===== src/rtl/input_unit_ctrl_vc.sv =====
// Input-unit control for a virtual-channel router port: per-VC IDLE/ROUTING/ACTIVE FSMs,
// round-robin RC and SA arbitration, switch-traversal staging. Optional IUC_PERF_CNT_EN adds stall_cnt.
module input_unit_ctrl_vc #(
    parameter int NUM_VC   = 2,
    parameter int DATA_W   = 36,
    parameter int DIR      = 5,
    parameter int INFO_LSB = 32,
    parameter int INFO_W   = 4,
    parameter int ADDR_LSB = 16,
    parameter int ADDR_W   = 16
) (
    input  logic                     clk,
    input  logic                     rst,
    input  logic [NUM_VC-1:0]        in_data_valid,
    input  logic [NUM_VC-1:0]        fifo_empty,
    input  logic [NUM_VC-1:0]        fifo_empty_next,
    input  logic [NUM_VC*DATA_W-1:0] fifo_data,
    output logic [NUM_VC-1:0]        fifo_read_en,
    input  logic [DIR-1:0]           out_credit_avail,
    output logic [DIR-1:0]           out_credit_decre,
    output logic [NUM_VC-1:0]        in_credit,
    output logic                     rc_en,
    output logic [INFO_W-1:0]        route_info,
    output logic [ADDR_W-1:0]        route_addr,
    input  logic [DIR-1:0]           route_port,
    output logic                     sa_request,
    output logic [ADDR_W-1:0]        sa_addr,
    input  logic                     sa_grant,
    output logic [DATA_W-1:0]        st_data_in,
    output logic [DIR-1:0]           st_ctrl_in,
    output logic [NUM_VC-1:0]        st_vc_in
`ifdef IUC_PERF_CNT_EN
    ,
    output logic [15:0]              stall_cnt
`endif
);

    localparam int PTR_W = (NUM_VC > 1) ? $clog2(NUM_VC) : 1;

    typedef enum logic [1:0] {S_IDLE, S_ROUTING, S_ACTIVE} vc_state_e;

    vc_state_e          r_state     [NUM_VC];
    vc_state_e          w_state_nxt [NUM_VC];
    logic [DIR-1:0]     r_route     [NUM_VC];
    logic [DATA_W-1:0]  w_head      [NUM_VC];
    logic [PTR_W-1:0]   r_rc_ptr, r_sa_ptr;
    logic [PTR_W-1:0]   w_rc_sel, w_sa_sel;
    logic               w_rc_vld, w_sa_vld, w_gnt;
    logic [NUM_VC-1:0]  w_elig, w_active, w_gnt_oh;

    // Index `off` positions after `ptr`, wrapping at NUM_VC (NUM_VC need not be a power of two).
    function automatic logic [PTR_W-1:0] rr_idx(input logic [PTR_W-1:0] ptr, input int off);
        int s;
        s = int'(ptr) + off;
        if (s >= NUM_VC) s = s - NUM_VC;
        return PTR_W'(s);
    endfunction

    function automatic logic [PTR_W-1:0] ptr_inc(input logic [PTR_W-1:0] sel);
        return (sel == PTR_W'(NUM_VC - 1)) ? '0 : PTR_W'(sel + 1'b1);
    endfunction

    for (genvar v = 0; v < NUM_VC; v++) begin : g_vc
        assign w_head[v]   = fifo_data[v*DATA_W +: DATA_W];
        assign w_active[v] = (r_state[v] == S_ACTIVE);
        // A VC may bid only when every output it routes to has a credit.
        assign w_elig[v]   = w_active[v] && ((out_credit_avail & r_route[v]) == r_route[v]);
        assign w_gnt_oh[v] = w_gnt && (w_sa_sel == PTR_W'(v));
    end

    always_comb begin
        w_rc_vld = 1'b0;
        w_rc_sel = '0;
        for (int i = 0; i < NUM_VC; i++) begin
            if (!w_rc_vld && r_state[rr_idx(r_rc_ptr, i)] == S_ROUTING) begin
                w_rc_vld = 1'b1;
                w_rc_sel = rr_idx(r_rc_ptr, i);
            end
        end
    end

    always_comb begin
        w_sa_vld = 1'b0;
        w_sa_sel = '0;
        for (int i = 0; i < NUM_VC; i++) begin
            if (!w_sa_vld && w_elig[rr_idx(r_sa_ptr, i)]) begin
                w_sa_vld = 1'b1;
                w_sa_sel = rr_idx(r_sa_ptr, i);
            end
        end
    end

    assign w_gnt = w_sa_vld && sa_grant;

    always_comb begin
        rc_en            = w_rc_vld;
        route_info       = w_rc_vld ? w_head[w_rc_sel][INFO_LSB +: INFO_W] : '0;
        route_addr       = w_rc_vld ? w_head[w_rc_sel][ADDR_LSB +: ADDR_W] : '0;
        sa_request       = w_sa_vld;
        sa_addr          = w_sa_vld ? w_head[w_sa_sel][ADDR_LSB +: ADDR_W] : '0;
        fifo_read_en     = w_gnt_oh;
        out_credit_decre = w_gnt ? r_route[w_sa_sel] : '0;
    end

    always_comb begin
        for (int v = 0; v < NUM_VC; v++) begin
            w_state_nxt[v] = r_state[v];
            case (r_state[v])
                S_IDLE:
                    if (in_data_valid[v] || !fifo_empty[v]) w_state_nxt[v] = S_ROUTING;
                S_ROUTING:
                    if (w_rc_vld && w_rc_sel == PTR_W'(v)) w_state_nxt[v] = S_ACTIVE;
                S_ACTIVE:
                    // After the pop, a non-empty buffer means a new head flit needs routing.
                    if (w_gnt_oh[v]) w_state_nxt[v] = fifo_empty_next[v] ? S_IDLE : S_ROUTING;
                default:
                    w_state_nxt[v] = S_IDLE;
            endcase
        end
    end

    always_ff @(posedge clk or posedge rst) begin
        if (rst) begin
            for (int v = 0; v < NUM_VC; v++) begin
                r_state[v] <= S_IDLE;
                r_route[v] <= '0;
            end
            r_rc_ptr <= '0;
            r_sa_ptr <= '0;
        end else begin
            for (int v = 0; v < NUM_VC; v++) r_state[v] <= w_state_nxt[v];
            if (w_rc_vld) begin
                r_route[w_rc_sel] <= route_port;
                r_rc_ptr          <= ptr_inc(w_rc_sel);
            end
            if (w_gnt) r_sa_ptr <= ptr_inc(w_sa_sel);
        end
    end

    always_ff @(posedge clk or posedge rst) begin
        if (rst) begin
            in_credit  <= '0;
            st_vc_in   <= '0;
            st_ctrl_in <= '0;
            st_data_in <= '0;
        end else begin
            in_credit  <= w_gnt_oh;
            st_vc_in   <= w_gnt_oh;
            st_ctrl_in <= w_gnt ? r_route[w_sa_sel] : '0;
            st_data_in <= w_gnt ? w_head[w_sa_sel] : '0;
        end
    end

`ifdef IUC_PERF_CNT_EN
    logic [15:0] r_stall_cnt;

    always_ff @(posedge clk or posedge rst) begin
        if (rst) begin
            r_stall_cnt <= '0;
        end else if ((|w_active) && !w_gnt && (r_stall_cnt != 16'hFFFF)) begin
            r_stall_cnt <= r_stall_cnt + 16'd1;
        end
    end

    assign stall_cnt = r_stall_cnt;
`endif

endmodule


===== config.mk =====
export PLATFORM = sky130hd
export DESIGN_NAME = input_unit_ctrl_vc
export DESIGN_NICKNAME = d
export VERILOG_FILES = /design/src/rtl/input_unit_ctrl_vc.sv
export SDC_FILE = /design/constraint.sdc
export NUM_CORES = 1
export LEC_CHECK = 0
export CELL_PAD_IN_SITES_DETAIL_PLACEMENT = 1
export CELL_PAD_IN_SITES_GLOBAL_PLACEMENT = 1
export CORE_UTILIZATION = 26
export DETAILED_ROUTE_END_ITERATION = 8
export MAX_ROUTING_LAYER = met4
export PLACE_DENSITY_LB_ADDON = 0.1
export SLEW_MARGIN = 40
export SYNTH_ARGS = -nofsm -noshare
export SYNTH_HDL_FRONTEND = slang
export SYNTH_SLANG_ARGS = --single-unit

===== constraint.sdc =====
create_clock -name clk -period 2.7 [get_ports clk]
set_input_delay 0.675 -clock clk [delete_from_list [all_inputs] [get_ports clk]]
set_output_delay 0.675 -clock clk [all_outputs]
set_load 0.005 [all_outputs]

## Yosys cells after proc, flatten, opt, wreduce, memory -nomap -nowiden

Cells that the tools add are included.

| word-level totals | value |
|---|---|
| output and inout port bits | 90 |
| register bits | 59 |
| logic and storage cells | 121 |

| cells by class | value |
|---|---|
| multiplexer cells | 51 |
| bitwise logic cells | 8 |
| add/sub/neg operators | 8 |
| equality and inequality tests | 14 |
| magnitude comparators | 11 |
| reductions and logical operators | 20 |

Operators with widths:

| cell | number |
|---|---|
| $mux 36 | 7 |
| $mux 16 | 2 |
| $mux 5 | 5 |
| $mux 2 | 12 |
| $mux 1 | 20 |
| $ge 2x2->1 const B | 6 |
| $pmux 2 s3 | 2 |
| $and 5x5->5 | 2 |
| $bwmux 10 | 1 |
| $eq 5x5->1 | 2 |
| $logic_and 1x1->1 | 10 |
| $eq 2x1->1 const B | 4 |
| $ne 2x2->1 const B | 4 |
| $not 1->2 | 4 |
| $reduce_and 3->1 | 2 |
| $demux 5 s1 | 1 |
| $add 1x1->2 const B | 2 |
| $eq 2x2->1 const B | 2 |
| $ge 1x2->1 const B | 2 |
| $logic_not 1->1 | 4 |
| $logic_not 2->1 | 2 |
| $lt 1x2->1 const B | 2 |
| $mux 4 | 1 |
| $ne 2x1->1 const B | 2 |
| 5 further kinds | 11 |

## Logic depth before layout (Yosys ltp)

Gate-level depths: netlist of the first run.

| depth | value |
|---|---|
| depth in word-level cells | 17 |
| gate-level depth with buffers | 7 |
| mapped depth without buffers | 5 |

## Worst setup path after synthesis of the first run

Ideal clock, no wire load.

| path | value |
|---|---|
| path kind | input to output |
| start point | input out_credit_avail[4] |
| end point | output out_credit_decre[0] |
| path buffers | 2 |
| data arrival time | 1.948 ns |
| data required time | 2.025 ns |
| stages on the path | 7 |
| setup slack | 0.077 ns |
| cells stage by stage | inv_1 > a2111o_1 > a311oi_2 > buf_6 > buf_6 > nand3_1 > o21ai_1 |

| on the way | value |
|---|---|
| longest elaborated chain between the ends | 14 |
| elaborated cells on any way between the ends | 22 |

Ends and longest elaborated chain:

| item | line | RTL |
|---|---|---|
| from (decl) | 19 | `input logic [DIR-1:0] out_credit_avail,` |
| $and 5x5->5 | 67 | `assign w_elig[v] = w_active[v] && ((out_credit_avail & r_route[v]) == r_route[v]);` |
| $eq 5x5->1 | 67 |  |
| $logic_and 1x1->1 | 67 |  |
| $mux 1 (not written as such) (2 in a row) | 86 | `if (!w_sa_vld && w_elig[rr_idx(r_sa_ptr, i)]) begin` |
| $mux 1 | 86 |  |
| $logic_not 1->1 | 86 |  |
| $logic_and 1x1->1 | 86 |  |
| $mux 1 | 86 |  |
| $not 1->2 (not written as such) | 102 | `out_credit_decre = w_gnt ? r_route[w_sa_sel] : '0;` |
| $mux 5 (not written as such) (3 in a row) | 102 |  |
| $mux 5 * | 102 |  |
| to (decl) | 20 | `output logic [DIR-1:0] out_credit_decre,` |

Mark *: on every way between the ends. The rest lies on a longest branch, timed or not. The select of a mux whose other input is x is not followed.

## Worst setup path after layout of the first run

| path | value |
|---|---|
| start point | register r_state[2] (netlist name) |
| end point | output sa_addr[13] |

| on the way | value |
|---|---|
| longest elaborated chain between the ends | 13 |
| elaborated cells on any way between the ends | 17 |

Ends and longest elaborated chain:

| item | line | RTL |
|---|---|---|
| from (decl) | 42 | `vc_state_e r_state [NUM_VC];` |
| from (signal, indexed assignment) | 125 | `r_state[v] <= S_IDLE;` |
| $eq 2x2->1 * | 65 | `assign w_active[v] = (r_state[v] == S_ACTIVE);` |
| $logic_and 1x1->1 * | 67 |  |
| $mux 1 (not written as such) (2 in a row) | 86 |  |
| $mux 1 | 86 |  |
| $logic_not 1->1 | 86 |  |
| $logic_and 1x1->1 | 86 |  |
| $mux 1 | 86 |  |
| $not 1->2 (not written as such) | 100 | `sa_addr = w_sa_vld ? w_head[w_sa_sel][ADDR_LSB +: ADDR_W] : '0;` |
| $mux 36 (2 in a row) | -- |  |
| $mux 36 (not written as such) | 100 |  |
| $mux 16 * | 100 |  |
| to (decl) | 27 | `output logic [ADDR_W-1:0] sa_addr,` |

Marked as above.

==> impl_metrics.csv, run 1 <==
group,metric,value,unit
yosys,syn_area_per_cell,8.51,sq um
yosys,synthMuxAreaShare,1.86,%
pwr,leakagePower,2.64,nW
drt,first_pass_iters,4,
clock_tree,clock_sinks,59,
layout,nets,677,
timing,fin_crit_sh,111,%
timing,fmax,0.333,GHz
layout,drive_gt1_share,28.3,%
yosys,synth_edf_count,0,
status,violations,"negative setup slack",
drt,drc,0,
clock_tree,root_buffer,"clkbuf_16",
global_routing,grt_max_degree,45,
drt,via_per_inst,4.86,
yosys,yosysTopAreaCellShare,48.8,%
placed_design,dpl.hpwl,8.81,mm
drt,antenna_left,0,
yosys,synthAdderAreaFrac,0,%
yosys,synth_area,3030,sq um
yosys,synth_area_leaders,"dfrtp_1 (49%), nand2_1 (12%), nand3_1 (6.8%), a22o_1 (4.9%), a21oi_1 (4.0%)",
pwr,powerDensity,893,nW/um^2
clock_tree,cts.clk_slew.worst_paths,0.05,ns
setup_path,crit_required,2.03,ns
global_routing,grt_pass1_vias,3715,
yosys,synthCells,356,
placed_design,postPlaceCellArea,5260,sq um
drt,wl_per_cell,17.9,microns
yosys,synth_ff_type,"dfrtp_1",
clock_tree,cts_htree_levels,3,
layout,seq_area,1480,sq um
global_routing,antenna_found_initial,0,
status,status,"complete, but fails checks",
floorplan,core,11400,sq um
setup_path,cp-end-kind,"primary output",
clock_tree,clk_latency,0.32,ns
timing,fin_crit,3.00,ns
pwr,pwr-share-comb,55.4,%
placed_design,place_congestion,0.829,
setup_path,worst-endpoint-arrival,2.33,ns
layout,diodes,0,
global_routing,grt_overflow,0,
yosys,yosysSeqAreaShare,48.8,%
drt,initialDrtViolationCount,102,
yosys,yosysWarnings,0,
setup_path,crit_type,"reg -> out",
min_path,hold_class,"reg -> reg",
floorplan,die_w,110,microns
floorplan,num_rows,39,
timing,setup_ws,-0.303,ns
timing,worst_pin_slew,0.570,ns
floorplan,dieArea,12100,sq um
clock_tree,clockBufferDepth,2,
yosys,ys_types,31,
yosys,async_flop_share,100,%
floorplan,initial_core_util,26.6,%
drt,vias,3563,
clock_tree,cts_made_buffers,9,
flow_run,maxCapViolations,0,
placed_design,io_buffers,180,
layout,multi_input_comb_area,1500,sq um
yosys,synth_xor_area_share,0,%
yosys,ys_ff_latch,59,
yosys,synth_top_family_by_area,"simple AND/OR/NAND/NOR gates",
timing,hold-worst-slack,0.527,ns
yosys,synthSimpleGateAreaFrac,23.7,%
yosys,synth_compound_area_share,19.2,%
clock_tree,cts_tree,"done",
pwr,p_clk_share,20.0,%
yosys,synthesis.nets,447,
pwr,p_sw,0.00181,W
timing,hold_viol_final,0,
pwr,p_int,0.00328,W
pwr,p_sw_share,35.5,%
timing,fin_skew,0.00783,ns
setup_path,worst-path-max-fanout,6,
pwr,vdd_drop_max,347,uV
timing,setup-violations-final,23,
floorplan,ios,181,
global_routing,grt_pass1_wl,19.7,mm
layout,num-fill-cells,1373,
timing,slew-limit-headroom,61.9,%
drt,wl,13.1,mm
setup_path,startpoint_type,"flop",
timing,drv_slew,0,
global_routing,grt_usage,22.5,%
floorplan,die_h,110,microns
timing,rsz0062_at_grt,"yes",
layout,fin_area,5690,sq um
pwr,finalPower,0.00508,W
yosys,yosysTopAreaCell,"dfrtp_1",
pwr,seqPwrFrac,24.6,%
layout,area_growth,87.9,%
==> power groups by stage <==
stage / clock (W) / sequential (W) / combinational (W)
6_report: 0.00102 / 0.00125 / 0.00281
3_3_place_gp: 0 / 0.00123 / 0.00256
2_1_floorplan: 0 / 0.00125 / 0.00103
5_1_grt: 0.00109 / 0.00127 / 0.00305
3_5_place_dp: 0 / 0.00125 / 0.00259
4_1_cts: 0.00105 / 0.00125 / 0.00285
==> metrics by stage <==
stage	std cells	setup WS, ns	TNS [ns]	utilization, %
after detailed placement	691	-0.952	-23.52	46.3
after global routing	733	-0.388	-6.96	50.0
final	733	-0.303	-4.91	50.0
after CTS	727	-0.303	-5.13	50.3
after global placement	691	-0.902	-21.29	46.3
after floorplan	356	0.0771	0	-
==> cells in the mapped netlist (3+ instances only) <==
master,instances
clkbuf_2,4
and2_1,3
nand2b_1,4
nor2b_1,6
nand3_1,41
buf_4,4
nor2_1,7
buf_2,3
inv_1,7
a21oi_1,24
dfrtp_1,59
mux2_2,5
buf_6,4
o21ai_1,23
clkbuf_1,14
a22o_1,17
o21ai_0,19
nand2_1,96
==> metal layers <==
metal  GRT usage, %  part of all wire, %  up-vias
met3           4.33                  6.1       21
met4           7.33                  1.6        0
met1           26.2                   41     1741
met2           38.7                   51      130
met5              -                    0        -
li1               -                    -     1671
==> sequential cells by signal, summed over array words and instances (netlist names) <==
register	flops
r_rc_ptr	1
r_route	10
r_sa_ptr	1
r_state	4
st_ctrl_in	5
st_data_in	36
st_vc_in	2
==> final cells by class <==
| type | count | share of cell area (%) |
|---|---|---|
| multi-input combinational | 261 | 26.3 |
| inverter | 7 | 0.462 |
| clock inverter | 3 | 0.264 |
| tap | 143 | 3.14 |
| sequential | 59 | 25.9 |
| clock buffer | 12 | 4.33 |
| timing repair buffer | 248 | 39.6 |
==> kinds of logic after synthesis <==
family / after synthesis
AND/OR/NAND/NOR: 162
AO/OA/AOI/OAI: 92
flip-flops: 59
buffers and inverters: 38
multiplexers: 5
==> placed cells by master, fill, tap and decap left out, types with 2 or more instances in the layout <==
master / synthesis / routed
nand2_1: 96 / 96
nor2b_2: 0 / 2
clkdlybuf4s50_1: 0 / 130
nor2_1: 7 / 4
or2_2: 2 / 2
a21o_1: 2 / 2
clkinv_2: 0 / 3
clkbuf_1: 14 / 2
buf_6: 4 / 9
inv_2: 0 / 3
nand3_1: 41 / 40
clkbuf_2: 4 / 21
and2_4: 0 / 2
a22o_1: 17 / 16
a21oi_2: 0 / 2
mux2_2: 5 / 5
nor2_4: 0 / 3
nand2b_4: 1 / 3
nor2b_1: 6 / 2
dfrtp_1: 59 / 59
o21ai_1: 23 / 19
buf_4: 4 / 49
buf_2: 3 / 25
inv_1: 7 / 4
o21ai_0: 19 / 18
buf_12: 0 / 8
clkbuf_16: 0 / 10
or2_4: 0 / 2
nor2b_4: 0 / 2
dlygate4sd2_1: 0 / 3
a21oi_1: 24 / 22
o21ai_2: 0 / 5
==> worst max-delay path, cell delays in order, from the launching register on <==
cell	delay [ns]
dfrtp_1	0.37
nand2b_4	0.15
a2111o_1	0.44
buf_6	0.14
a311oi_4	0.28
buf_6	0.19
buf_6	0.11
buf_6	0.09
a22o_1	0.12
buf_2	0.11
==> final timing paths <==
path	depth (start not counted)	start	slack [ns]	to
max in group asynchronous	3	rst	1.36	st_data_in[22]
min	2	r_route[1]	0.53	r_route[1]
min in group asynchronous	2	rst	0.73	st_data_in[21]
min reg2reg	2	r_route[1]	0.53	r_route[1]
max reg2reg	10	r_state[2]	0.41	st_data_in[5]
max	9	r_state[2]	-0.30	sa_addr[13]
==> timing repair <==
item / 4_1_cts / 5_1_grt
cloned: 5 / 0
gates resized for setup: 169 / 38
hold buffers: 0 / 0
pin swaps: 19 / 11
setup buffers: 17 / 6
endpoints found under the setup margin: 44 / 44
No activity file was read; power rests on OpenSTA's default activity.
==> run 2: changes to the inputs <==
- GPL_TIMING_DRIVEN: unset -> 0
==> impl_metrics.csv, run 2 (synthesis gave the netlist of run 1 again) <==
group,metric,value,unit
status,status,"complete, but fails checks",
status,violations,"negative setup slack",
layout,drive_gt1_share,25.4,%
setup_path,cpPeakStageDelay,0.53,ns
drt,antenna_left,0,
clock_tree,cts_htree_levels,3,
drt,via_per_inst,4.87,
global_routing,grt_usage,23.4,%
clock_tree,clockBufferDepth,2,
setup_path,cpMostUsedCell,"nor2_4",
clock_tree,clock_sinks,59,
setup_path,path_delay_family,"buffers and inverters",
drt,wl_per_cell,18.8,microns
layout,seq_area,1480,sq um
timing,fin_skew,0.0103,ns
global_routing,grt_max_degree,38,
layout,nets,684,
flow_run,maxCapViolations,0,
setup_path,reg2reg_to,"st_ctrl_in[4]",
layout,fin_util,51.9,%
drt,first_pass_iters,4,
clock_tree,cts.clk_slew.worst_paths,0.05,ns
drt,wl_met1,5.68,mm
min_path,holdCritStartpoint,"r_route[3]",
drt,vias,3609,
pwr,powerDensity,895,nW/um^2
drt,initialDrtViolationCount,133,
setup_path,crit_type,"reg -> out",
setup_path,reg2reg_slack,-0.13,ns
placed_design,preCtsSetupSlack,-1.25,ns
timing,slew-limit-headroom,60.3,%
min_path,hold_depth,2,
layout,largest_reg_flops,36,
clock_tree,root_buffer,"clkbuf_16",
timing,drv_slew,0,
layout,largest_registers,"st_data_in (36), r_route (10), st_ctrl_in (5)",
floorplan,initial_core_util,26.6,%
timing,setup_ws,-0.339,ns
setup_path,crit_required,2.03,ns
floorplan,core,11400,sq um
drt,wl_met2,7.05,mm
floorplan,ios,181,
setup_path,worst-path-max-fanout,5,
placed_design,place_congestion,0.794,
timing,rsz0062_at_grt,"yes",
timing,fin_crit,3.04,ns
global_routing,grt_pass1_wl,20.2,mm
drt,highest_layer,"met4",
clock_tree,hold_buffers,0,
min_path,hold_class,"reg -> reg",
global_routing,antenna_found_initial,0,
drt,drc,0,
layout,layout_commonest_cell,"clkdlybuf4s50_1",
timing,setup-violations-final,42,
setup_path,cp-end-kind,"primary output",
clock_tree,clk_latency,0.33,ns
setup_path,startpoint_type,"flop",
setup_path,reg2reg_from,"r_state[0]",
min_path,hold_end,"r_route[3]",
clock_tree,cts_made_buffers,9,
placed_design,io_buffers,180,
timing,hold-worst-slack,0.513,ns
pwr,finalPower,0.00528,W
setup_path,worst-endpoint-arrival,2.36,ns
setup_path,rr_worst_depth,18,
drt,wl,13.9,mm
placed_design,dpl.hpwl,9.47,mm
global_routing,grt_overflow,0,
setup_path,crit_path_cell_trace,"buf_4 > nand2b_1 > nor2_4 > buf_12 > nor2_4 > clkbuf_16 > nand2_1 > a21oi_1 > clkdlybuf4s50_1",
floorplan,dieArea,12100,sq um
floorplan,die_w,110,microns
pwr,vdd_drop_max,413,uV
layout,multi_input_comb_area,1510,sq um
setup_path,critPathSlowestCell,"clkdlybuf4s50_1",
setup_path,critPathBufInv,4,
layout,diodes,0,
layout,num-fill-cells,1346,
layout,largest_register,"st_data_in",
pwr,leakagePower,2.73,nW
drt,met3_length,974,microns
floorplan,num_rows,39,
floorplan,die_h,110,microns
layout,final_cell_mix,"clkdlybuf4s50_1 (143), nand2_1 (96), dfrtp_1 (59)",
global_routing,grt_pass1_vias,3728,
timing,worst_pin_slew,0.596,ns
timing,fin_crit_sh,113,%
timing,fmax,0.329,GHz
clock_tree,cts_tree,"done",
layout,area_growth,94.9,%
timing,hold_viol_final,0,
-- run 2: changes by cell type in the layout (fill, tap and decap cells not counted), sizes merged --
cell           delta
clkbuf            -3
clkdlybuf4s15     -1
buf               -4
clkinv            -1
or2               -2
dlygate4sd2       +1
dlymetal6s2s      +5
clkdlybuf4s50    +13
-- run 2: report_power, final --
part / internal (W) / leakage [nW] / switching, W
Sequential: 0.00111 / 0.787 / 0.000163
Clock: 0.000668 / 0.137 / 0.000392
Combinational: 0.00164 / 1.81 / 0.00130
-- run 2: how the worst max path moves through the flow --
stage                              from                   to  slack (ns)  cells after the start
global placement    out_credit_avail[3]  out_credit_decre[1]       -1.23                      9
detailed placement  out_credit_avail[4]  out_credit_decre[1]       -1.25                      9
global route                 r_state[2]       route_addr[10]       -0.40                      9
floorplan           out_credit_avail[4]  out_credit_decre[0]        0.08                      7
finish                       r_state[2]        route_addr[6]       -0.34                      9
CTS                          r_route[8]  out_credit_decre[1]       -0.30                      9
-- run 2: worst register-to-register path, delay by kind of cell (launching register included) --
| kind | cells | cell delay [ns] |
|---|---|---|
| buffers and inverters | 13 | 1.52 |
| AO/OA/AOI/OAI | 3 | 0.57 |
| flip-flops | 1 | 0.40 |
| AND/OR/NAND/NOR | 2 | 0.24 |
-- run 2: what timing repair did --
item | CTS | global route
pin swaps | 24 | 17
resized for setup | 181 | 32
setup buffers | 36 | 13
endpoints found under the setup margin | 45 | 43
gates cloned | 1 | 2
-- run 2: stage by stage --
| stage | setup TNS, ns | cells | area, sq um |
|---|---|---|---|
| after global routing | -13.40 | 741 | 5900 |
| after CTS | -8.02 | 729 | 5720 |
| final | -9.74 | 741 | 5900 |
| after global placement | -75.22 | 679 | 5010 |
| after floorplan | 0 | 356 | 3030 |
| after detailed placement | -33.41 | 680 | 5030 |
-- run 2: per-layer routing --
metal  GRT usage [%]  vias up
met5               -        -
met3            4.51       17
li1                -     1688
met1            27.0     1770
met4            8.38        0
met2            40.4      134
-- run 2: area by class of cell --
class                           instances  area share (%)
Timing Repair Buffer                  231            37.5
Multi-Input combinational cell        259            25.6
Sequential cell                        59            25.0
Clock buffer                           14            4.47
Buffer                                 26            3.75
Tap cell                              143            3.03
Inverter                                7           0.488
Clock inverter                          2           0.170
==> RTL edit 1: new RTL, config.mk and constraints of run 2 <==
Register the output `in_credit` once more, cleared by the reset; this adds one clock of latency there. The other outputs are not delayed to match.
--- a/src/rtl/input_unit_ctrl_vc.sv
+++ b/src/rtl/input_unit_ctrl_vc.sv
@@ -40,2 +40,4 @@
     typedef enum logic [1:0] {S_IDLE, S_ROUTING, S_ACTIVE} vc_state_e;
+
+    logic [NUM_VC-1:0] in_credit_s0;
 
@@ -141,3 +143,3 @@
         if (rst) begin
-            in_credit  <= '0;
+            in_credit_s0 <= '0;
             st_vc_in   <= '0;
@@ -146,3 +148,3 @@
         end else begin
-            in_credit  <= w_gnt_oh;
+            in_credit_s0 <= w_gnt_oh;
             st_vc_in   <= w_gnt_oh;
@@ -167,2 +169,10 @@
 
+    always_ff @(posedge clk or posedge rst) begin
+        if (rst) begin
+            in_credit <= '0;
+        end else begin
+            in_credit <= in_credit_s0;
+        end
+    end
+
 endmodule
Check against the original RTL: not equivalent (a bounded check fails within 4 cycles, from zero or initial values and one cycle with rst high).
==> RTL edit 1 against run 2 <==
Synthesized area rose by 1.1%. Sequential cell count rose by 2. Highest routed layer unchanged. Power rose by 0.14%. Wire length fell by 0.87%. The flow still finishes with violations (negative setup slack). Cell area rose by 0.17%. Worst setup slack improved by 0.057 ns. Critical endpoint is now sa_addr[11]. Largest power group unchanged. Final cell count fell by 0.40%. Global-route usage fell by 0.36 points. Worst hold slack got worse by 0.14 ns. Synthesized cell count did not move.
==> RTL edit 1: results (changes against run 2) <==
status = finished, violations left
failing checks = negative setup slack
critical path data arrival time = 2.31 ns (-0.05 ns)
top cells by count, synth = 96 x nand2_1, 61 x dfrtp_1, 41 x nand3_1
Final WS setup = -0.282 ns (+0.0574 ns)
drt initial violations = 115 (-14%)
drt pass-1 iters = 5 (+1)
Hold Path Stages = 0 (-2)
global-route wire length before repair = 21.2 mm (+5.2%)
CP peak stage delay = 0.50 ns (-0.03 ns)
metal3 WL = 595 um (-39%)
Fin Hold WS = 0.374 ns (-0.138 ns)
Port Buffers = 180 (unchanged)
max_slew headroom = 63.4% (+3.1 points)
Fin Setup TNS = -5.84 ns (+3.90 ns)
vias in the first global route = 3,779 (+1.4%)
GRT Util Overall = 23.1% (-0.36 points)
clk root buf = clkbuf_16
fillers = 1,343 (-0.22%)
Hold/Removal Path Class = reg2reg
Leakage = 2.75 nW (+0.68%)
crit path max-delay cell type = a2111o_1
fraction of layout cells with a size suffix above 1 = 28.4% (+3.0 points)
number of CTS-inserted buffers = 9 (unchanged)
clock buffer depth = 2 (unchanged)
Seq/Total Area, Yosys = 49.9% (+1.1 points)
Ys Warns = 0 (unchanged)
Skew-Pair Late Insertion Delay = 0.33 ns (about the same)
Synth cell types = 32 (+3.2%)
worst-path fanout max = 6 (+1)
kind of critical path = reg2out
clock skew = 0.00602 ns (-0.00431 ns)
largest net degree at the start of global routing = 33 (-13%)
reg2reg setup slack = 0.37 ns (+0.50 ns)
WL met1 = 5.82 mm (+2.4%)
Vias = 3,552 (-1.6%)
# nets final = 681 (-0.44%)
top_reg_cell synth = dfrtp_1
routed wl met2 = 7.14 mm (+1.3%)
initial antenna violation count = 0 (unchanged)
ANT cells = 0 (unchanged)
Hold Path Origin = in_credit_s0[0]
Reg2Reg Depth = 10 (-8)
HPWL Detailed = 9.45 mm (-0.25%)
routed wire length = 13.8 mm (-0.87%)
Hold Path Sink = in_credit[0]
cell family with most CP delay = compound AO/OA/AOI/OAI gates
Synth area leaders = dfrtp_1 50%, nand2_1 12%, nand3_1 6.7%
Worst R2R End = st_data_in[15]
placer congestion estimate = 0.791 (-0.33%)
Setup Viol. Count Final = 24 (-43%)
peak supply drop = 449 uV (+8.7%)
Highest Signal Layer = met4
reg2reg start = r_route[5]
## RTL edit 1: changes by cell type in the layout (fill, tap and decap cells not counted), sizes merged
| cell | change |
|---|---|
| clkdlybuf4s50 | -12 |
| clkbuf | +8 |
| dlygate4sd2 | -3 |
| clkinvlp | +2 |
| dfrtp | +2 |
| clkinv | -1 |
| dlymetal6s2s | +1 |
## RTL edit 1: metrics by stage
step           cells  instance area [um2]  util (%)  total power [W]  setup WS (ns)
6_report         738                 5910      51.6          0.00529         -0.282
3_5_place_dp     680                 5060      44.2          0.00358          -1.19
5_1_grt          738                 5910      51.6          0.00560         -0.366
2_1_floorplan    356                 3060         -          0.00231         0.0771
3_3_place_gp     679                 5040      44.0          0.00353          -1.18
4_1_cts          725                 5780      50.4          0.00516         -0.374
## RTL edit 1: worst max-delay path by stage
stage	slack [ns]	depth (start not counted)	end
6_report	-0.28	8	sa_addr[11]
5_1_grt	-0.37	8	sa_addr[9]
4_1_cts	-0.37	9	sa_addr[0]
3_5_place_dp	-1.19	9	out_credit_decre[1]
3_3_place_gp	-1.18	9	out_credit_decre[1]
2_1_floorplan	0.08	7	out_credit_decre[1]
## RTL edit 1: worst reg2reg max path, cell delays in order, from the launching register on
cell and delay, ns:
dfrtp_2 0.40, nor2b_4 0.12, a2111o_1 0.50, nor3_4 0.22, buf_4 0.15, nand2b_4 0.12
buf_6 0.10, buf_6 0.10, buf_4 0.11, clkbuf_2 0.25, o21ai_1 0.13
## RTL edit 1: power by group
part | leakage, nW | switching (W) | internal (W)
Sequential | 0.814 | 0.000155 | 0.00115
Clock | 0.132 | 0.000418 | 0.000670
Combinational | 1.81 | 0.00134 | 0.00156
## RTL edit 1: cell type report
class                   count  share of cell area (%)
repair buffers            229                    35.7
inverters                   7                   0.487
multi-input cells         259                    26.6
well taps                 143                    3.03
flip-flops and latches     61                    25.8
plain buffers              23                    3.60
clock inverters             3                   0.339
clock buffers              13                    4.40
## RTL edit 1: kinds of logic after synthesis
logic type	count (synthesis)	synth area share (%)
AOI/OAI and AO/OA	92	19.0
buffers and inverters	36	5.84
muxes	5	1.84
and+or+nand+nor	162	23.5
DFF	61	49.9
## RTL edit 1: routing by layer
layer / up-vias / global-route usage, %
met1: 1729 / 27.8
met3: 16 / 4.77
met2: 122 / 38.9
met5: - / -
met4: 0 / 6.76
li1: 1685 / -
## RTL edit 1: timing repair
action                                 CTS  global route
resized for setup                      196            68
endpoints found under the hold margin    0             0
buffers inserted                        30            17
setup endpoints to repair               45            43
gates cloned                             2             0
pin swaps                               23            19
==> RTL edit 2: new RTL, config.mk and constraints of run 2 <==
Without the edit above. The option `IUC_PERF_CNT_EN` is turned on by a define.
--- a/src/rtl/input_unit_ctrl_vc.sv
+++ b/src/rtl/input_unit_ctrl_vc.sv
@@ -2,2 +2,4 @@
 // round-robin RC and SA arbitration, switch-traversal staging. Optional IUC_PERF_CNT_EN adds stall_cnt.
+`define IUC_PERF_CNT_EN
+
 module input_unit_ctrl_vc #(
Check against the original RTL (old outputs only; new: stall_cnt): equivalent (Yosys induction, for registers that start in step).
==> RTL edit 2 against run 2 <==
The flow still finishes with violations (negative setup slack). Worst setup slack lost 0.12 ns. Sequential cell count rose by 16. Global-route usage fell by 3.5 points. Power grew 4.1%. Wire length down 4.2%. Synthesized area grew 15%. Sequential share of layout area is 4.0 points higher. Register-to-register slack better by 0.30 ns. Cell area grew 9.7%. Largest power group unchanged. Highest routed layer unchanged.
==> RTL edit 2: results (changes against run 2) <==
Leakage = 3.03 nW (+11%)
drt initial violations = 169 (+27%)
# placed instances = 688 (+1.2%)
failing checks = negative setup slack
routed wire length = 13.3 mm (-4.2%)
Final WS setup = -0.459 ns (-0.120 ns)
Synth cell types = 46 (+48%)
largest net degree at the start of global routing = 43 (+13%)
reg2reg start = r_route[5]
Post-CTS Setup Repair Bufs = 44 (+22%)
status = finished, violations left
Hold Path Origin = stall_cnt[4]
CP peak stage delay = 0.42 ns (-0.11 ns)
top cells by count, synth = 75 x dfrtp_1, 45 x nand2_1, 41 x a22o_1
vias per std cell = 4.64 (-4.7%)
Vias = 3,518 (-2.5%)
placer congestion estimate = 0.760 (-4.3%)
Synth Area in Compound Gates = 18.9% (-0.31 points)
max_slew headroom = 47.2% (-13 points)
fraction of layout cells with a size suffix above 1 = 25.4% (about the same)
post-CTS sizing = 194 (+7.2%)
Place WS = -1.29 ns (-0.0464 ns)
Setup Viol. Count Final = 23 (-45%)
Port Buffers = 196 (+8.9%)
Hold Path Sink = stall_cnt[4]
Reg2Reg Depth = 12 (-6)
cell family with most CP delay = compound AO/OA/AOI/OAI gates
Seq/Total Area, Yosys = 53.9% (+5.1 points)
syn nets = 411 (-8.1%)
## RTL edit 2: changes by cell type in the layout (fill, tap and decap cells not counted), moves of 15 or more
cell	run 2	this run
dlygate4sd2_1	4	20
dfrtp_1	59	74
nand2_1	96	44
o21ai_1	19	2
a21oi_1	23	7
a22o_1	16	41
and2_1	0	17
nand3_1	36	8
## RTL edit 2: final cells by class
cell class | instances | share of cell area, %
plain buffers | 16 | 2.34
clock buffers | 12 | 3.96
clock inverters | 2 | 0.193
inverters | 10 | 0.735
multi-input cells | 217 | 23.8
flip-flops and latches | 75 | 29.0
well taps | 172 | 3.32
repair buffers | 254 | 36.6
## RTL edit 2: kinds of logic after synthesis
| family | Yosys count |
|---|---|
| simple gates | 105 |
| flops | 75 |
| compound gates | 85 |
| mux | 11 |
| fa+ha+maj | 1 |
| xor+xnor | 14 |
| buf+inv | 28 |
## RTL edit 2: power by group
| part | switching, W | internal (W) |
|---|---|---|
| clock network | 0.000453 | 0.000661 |
| logic | 0.00116 | 0.00162 |
| registers | 0.000201 | 0.00140 |
| total | 0.00181 | 0.00368 |
## RTL edit 2: worst max path at each step
stage,cells past startpoint,to,from
floorplan,7,out_credit_decre[0],out_credit_avail[4]
global placement,2,st_data_in[19],rst
detailed placement,9,out_credit_decre[3],out_credit_avail[1]
CTS,9,out_credit_decre[3],r_route[5]
global route,9,out_credit_decre[3],r_route[5]
finish,9,out_credit_decre[3],r_route[5]
## RTL edit 2: per-layer routing
layer,vias to the layer above,GRT usage [%],part of all wire (%)
met5,-,-,0
met4,0,5.93,0.89
met3,8,4.99,6.2
met2,123,34.6,52
met1,1731,22.6,41
li1,1656,-,-
